===== config.mk =====
export PLATFORM = sky130hd
export DESIGN_NAME = ifetch_unit
export DESIGN_NICKNAME = d
export VERILOG_FILES = /design/src/rtl/ifetch_pkg.sv /design/src/rtl/ifetch_unit.sv
export SDC_FILE = /design/constraint.sdc
export NUM_CORES = 1
export LEC_CHECK = 0
export ABC_AREA = 1
export BUFFER_PORTS_ARGS = -buffer_cell sky130_fd_sc_hd__buf_2
export CORE_ASPECT_RATIO = 0.6
export CORE_MARGIN = 2
export CORE_UTILIZATION = 52
export DETAILED_ROUTE_END_ITERATION = 10
export PLACE_DENSITY = 0.86
export SETUP_SLACK_MARGIN = 0.3
export SLEW_MARGIN = 15
export SYNTH_ARGS = -nofsm -noshare
export SYNTH_HDL_FRONTEND = slang
export SYNTH_SLANG_ARGS = --single-unit
export TNS_END_PERCENT = 1

===== constraint.sdc =====
create_clock -name clk -period 5 [get_ports clk]
set_clock_uncertainty 0.1 [all_clocks]
set_input_delay 0.75 -clock clk [delete_from_list [all_inputs] [get_ports clk]]
set_output_delay 0.75 -clock clk [all_outputs]
set_load 0.03 [all_outputs]

===== src/rtl/ifetch_pkg.sv =====
// Shared core definitions for the fetch stage and the Decoder interface.
package ifetch_pkg;

  typedef enum logic [1:0] {
    IDLE  = 2'd0,
    REQ   = 2'd1,
    VALID = 2'd2
  } fetch_state_e;

  localparam logic [31:0] INSTR_NOP        = 32'h0000_0013;
  localparam logic [31:0] DEFAULT_RESET_PC = 32'h0000_0000;
  localparam int          IMEM_ADDR_W      = 14;

  function automatic logic [31:0] word_align(input logic [31:0] a);
    return {a[31:2], 2'b00};
  endfunction

endpackage


===== src/rtl/ifetch_unit.sv =====
// RV32I instruction fetch: owns the PC, fetches one word at a time over a
// req/ack handshake and holds the fetched instruction for the Decoder.
module ifetch_unit
  import ifetch_pkg::*;
#(
  parameter logic [31:0] RESET_PC = DEFAULT_RESET_PC,
  parameter int          ADDR_W   = IMEM_ADDR_W
) (
  input  logic              clk,
  input  logic              rst_n,
  output logic              imem_req_o,
  output logic [ADDR_W-1:0] imem_addr_o,
  input  logic              imem_ack_i,
  input  logic [31:0]       imem_rdata_i,
  input  logic              stall_i,
  input  logic              redirect_i,
  input  logic [31:0]       target_i,
  output logic              valid_o,
  output logic [31:0]       instr_o,
  output logic [31:0]       pc_o,
  output logic [31:0]       pc4_o,
  output logic [ADDR_W-1:0] addr_o,
  output logic              align_err_o,
  output logic [31:0]       fetch_cnt_o
);

  fetch_state_e state;
  logic [31:0]  pc;
  logic [31:0]  instr;
  logic [31:0]  cnt;
  logic         valid;
  logic         req;
  logic         align_err;
  logic [31:0]  tgt;
  logic         tgt_misaligned;

  assign tgt            = word_align(target_i);
  assign tgt_misaligned = |target_i[1:0];

  // Redirect outranks both ack and stall; in REQ it simply retargets the
  // outstanding request, so the memory sees a withdrawal of the old address.
  always_ff @(posedge clk) begin
    if (!rst_n) begin
      state     <= IDLE;
      pc        <= RESET_PC;
      instr     <= INSTR_NOP;
      cnt       <= '0;
      valid     <= 1'b0;
      req       <= 1'b0;
      align_err <= 1'b0;
    end else begin
      align_err <= 1'b0;
      case (state)
        IDLE: begin
          state <= REQ;
          req   <= 1'b1;
        end
        REQ: begin
          if (redirect_i) begin
            pc        <= tgt;
            align_err <= tgt_misaligned;
          end else if (imem_ack_i) begin
            instr <= imem_rdata_i;
            valid <= 1'b1;
            req   <= 1'b0;
            state <= VALID;
          end
        end
        VALID: begin
          if (redirect_i) begin
            pc        <= tgt;
            align_err <= tgt_misaligned;
            valid     <= 1'b0;
            instr     <= INSTR_NOP;
            req       <= 1'b1;
            state     <= REQ;
          end else if (!stall_i) begin
            pc    <= pc + 32'd4;
            cnt   <= cnt + 32'd1;
            valid <= 1'b0;
            instr <= INSTR_NOP;
            req   <= 1'b1;
            state <= REQ;
          end
        end
        default: begin
          state <= IDLE;
          req   <= 1'b0;
          valid <= 1'b0;
          instr <= INSTR_NOP;
        end
      endcase
    end
  end

  assign imem_req_o  = req;
  assign imem_addr_o = pc[ADDR_W+1:2];
  assign valid_o     = valid;
  assign instr_o     = instr;
  assign pc_o        = pc;
  assign pc4_o       = pc + 32'd4;
  assign addr_o      = pc[ADDR_W+1:2];
  assign align_err_o = align_err;
  assign fetch_cnt_o = cnt;

endmodule


==> results.toml <==
[status]
status = "finished clean"

[die]
num_rows = 28
die_area_mm2 = 0.0113
die_y_um = 83
io_pins = 228
die_x_um = 136
core_area_mm2 = 0.00998
start_util = 0.542

[global_route]
antenna_found_initial = 0
grt_pass1_vias = 5191
gr-total-overflow = 0
track_usage = 0.283
grt_pass1_wl_um = 25800
grt_max_degree = 54

[synth]
ys_async_sr_fraction = 0
yosys_warnings = 0
ys.flop_type = "dfxtp_1"
syn_area_mm2 = 0.00541
ys_ff_latch = 98
synth_edf_count = 0
synthCells = 828
syn-mean-instance-area_um2 = 6.53
synth_cell_type_count = 33
yosysSeqAreaShare = 0.363

[cells_and_area]
n_fill_cell = 945
diodes = 0
multiInputGateArea_mm2 = 0.00285
drive_above_1_share = 0.268
synthToLayoutAreaGrowth_pct = 23.6
fin_area_mm2 = 0.00669
final-seq-area_mm2 = 0.00196
layout.nets = 1083

[routing]
firstDrtPassIters = 5
viasPerCell = 5.17
ant_nets = 0
drc = 0
wl_per_cell_um = 14.1
drt-total-wl_um = 16200
vias = 5931
drt-initial-drc-count = 513

[pwr]
leakage_nw = 3.10
finalPower_mw = 3.76
power_per_cell_area_mw_per_mm2 = 562
vdd_drop_max_uv = 357

[sta]
slew_headroom = 0.414
worstMarginPinSlew_ns = 0.877
setup_viol = 0
finalMaxSlewViolations = 0
max_freq_ghz = 0.334
finalHoldViolCount = 0
fin_crit_ns = 3.00
finalCritPeriodShare = 0.599
rsz0062_at_grt = "no"
tns_ns = 0
worst_slack_ns = 2.00

[clock_tree]
cts_buffers = 9
htree_levels = 3
clockBufferDepth = 2
clkLatencyLatePin_ns = 0.34
hold_buffers = 0
root_buffer = "clkbuf_16"
cts_setup_buffers = 0
cts_resized = 0
clkTransAtPathRegs_ns = 0.08
cts_tree = "done"
clock-sinks = 98

[worst_setup_path]
endpoint_kind = "output port"
cp_data_arrival_time_ns = 2.15
worstPathRequired_ns = 4.15
cp_max_fo = 6
crit_path_start_kind = "flop"
critical_path_class = "reg -> out"

[flow_run]
cap_viol_max_count = 0

[placed_design]
pre_cts_slack_ns = 2.01
gp_congestion = 0.956
dpl_cell_area_mm2 = 0.00636
dpl.hpwl_um = 12300
io_buffers = 223

[hold_path]
hold_class = "reg -> reg"
-- cells by family after synthesis --
logic type	Yosys count	synth area share
compound gates	154	0.146
xor+xnor	18	0.0305
simple gates	426	0.334
other cells	1	0.000693
fa+ha+maj	6	0.0139
flops	98	0.363
buf+inv	125	0.113
-- per-layer routing --
layer / track usage / share of wire / up-vias
met5: 0 / 0 / -
met4: 0.0379 / 0.0060 / 0
met3: 0.0763 / 0.12 / 13
met2: 0.419 / 0.42 / 297
met1: 0.420 / 0.46 / 2651
li1: - / - / 2970
-- synth_stat cells (2+ instances only) --
cell type,n,share of area
xor2_1,12,0.019
nor3_1,6,0.0056
nand4_1,9,0.010
clkbuf_1,17,0.012
ha_1,6,0.014
nor2_1,91,0.063
buf_1,3,0.0021
dfxtp_1,98,0.36
o21ai_0,43,0.040
o21ai_1,4,0.0037
a31oi_1,2,0.0023
and3_1,2,0.0023
inv_2,4,0.0028
a21oi_1,101,0.093
nand3b_1,5,0.0069
nand2_2,3,0.0035
buf_4,34,0.047
nor2_4,7,0.015
nor2_2,12,0.014
buf_2,6,0.0056
xnor2_1,5,0.0081
nor3b_1,2,0.0028
inv_1,60,0.042
and2_1,7,0.0081
nand2_1,253,0.18
nand3_1,29,0.027
-- where the power goes --
part / switching, mW / total, mW / internal (mW)
registers: 0.222 / 1.17 / 0.948
clock network: 0.335 / 0.739 / 0.404
logic: 1.37 / 1.85 / 0.478
-- flip-flops by register name (all words and copies together) (netlist names) --
register     cells
pc_o            30
state            2
valid_o          1
fetch_cnt_o     32
instr_o         32
align_err_o      1
-- worst max-delay path, stage by stage (launching register included) --
cell,delay (ns)
dfxtp_1,0.43
ha_1,0.24
nand2_1,0.08
nor2_2,0.17
nand2_2,0.16
nor2_4,0.25
nand2_1,0.08
nand2_1,0.08
and2_1,0.12
buf_2,0.19
-- final timing paths --
path         startpoint    endpoint  slack, ns  cells after the start
max             pc_o[2]   pc4_o[26]       2.00                      9
min          instr_o[9]  instr_o[9]       0.37                      2
max reg2reg    state[0]  instr_o[1]       2.08                     13
min reg2reg  instr_o[9]  instr_o[9]       0.37                      2
-- layout make-up --
| type | instances | share of cell area |
|---|---|---|
| Clock buffer | 9 | 0.0337 |
| Clock inverter | 7 | 0.0144 |
| Inverter | 64 | 0.0359 |
| Multi-Input combinational cell | 608 | 0.426 |
| Sequential cell | 98 | 0.293 |
| Tap cell | 135 | 0.0253 |
| Timing Repair Buffer | 227 | 0.171 |
-- placed cells by master, fill, tap and decap left out, types with 4 or more instances in the layout --
cell,instances
buf_4,4
nor2_1,91
clkbuf_16,9
nor3_1,6
nand4_1,9
conb_1,4
a21oi_1,101
xor2_1,12
nand2_1,253
o21ai_1,4
nand3_1,29
and2_1,7
inv_2,4
dfxtp_1,98
ha_1,6
o21ai_0,43
inv_1,60
nand3b_1,5
xnor2_1,5
buf_2,223
nor2_2,12
nor2_4,7
-- stage by stage --
stage,util,hold WS (ns),cells
6_report,0.670,0.368,1148
4_1_cts,0.670,0.367,1148
3_3_place_gp,0.637,0.351,1132
2_1_floorplan,-,0.397,831
5_1_grt,0.670,0.382,1148
3_5_place_dp,0.637,0.355,1132
(Power assumes the default switching activity.)
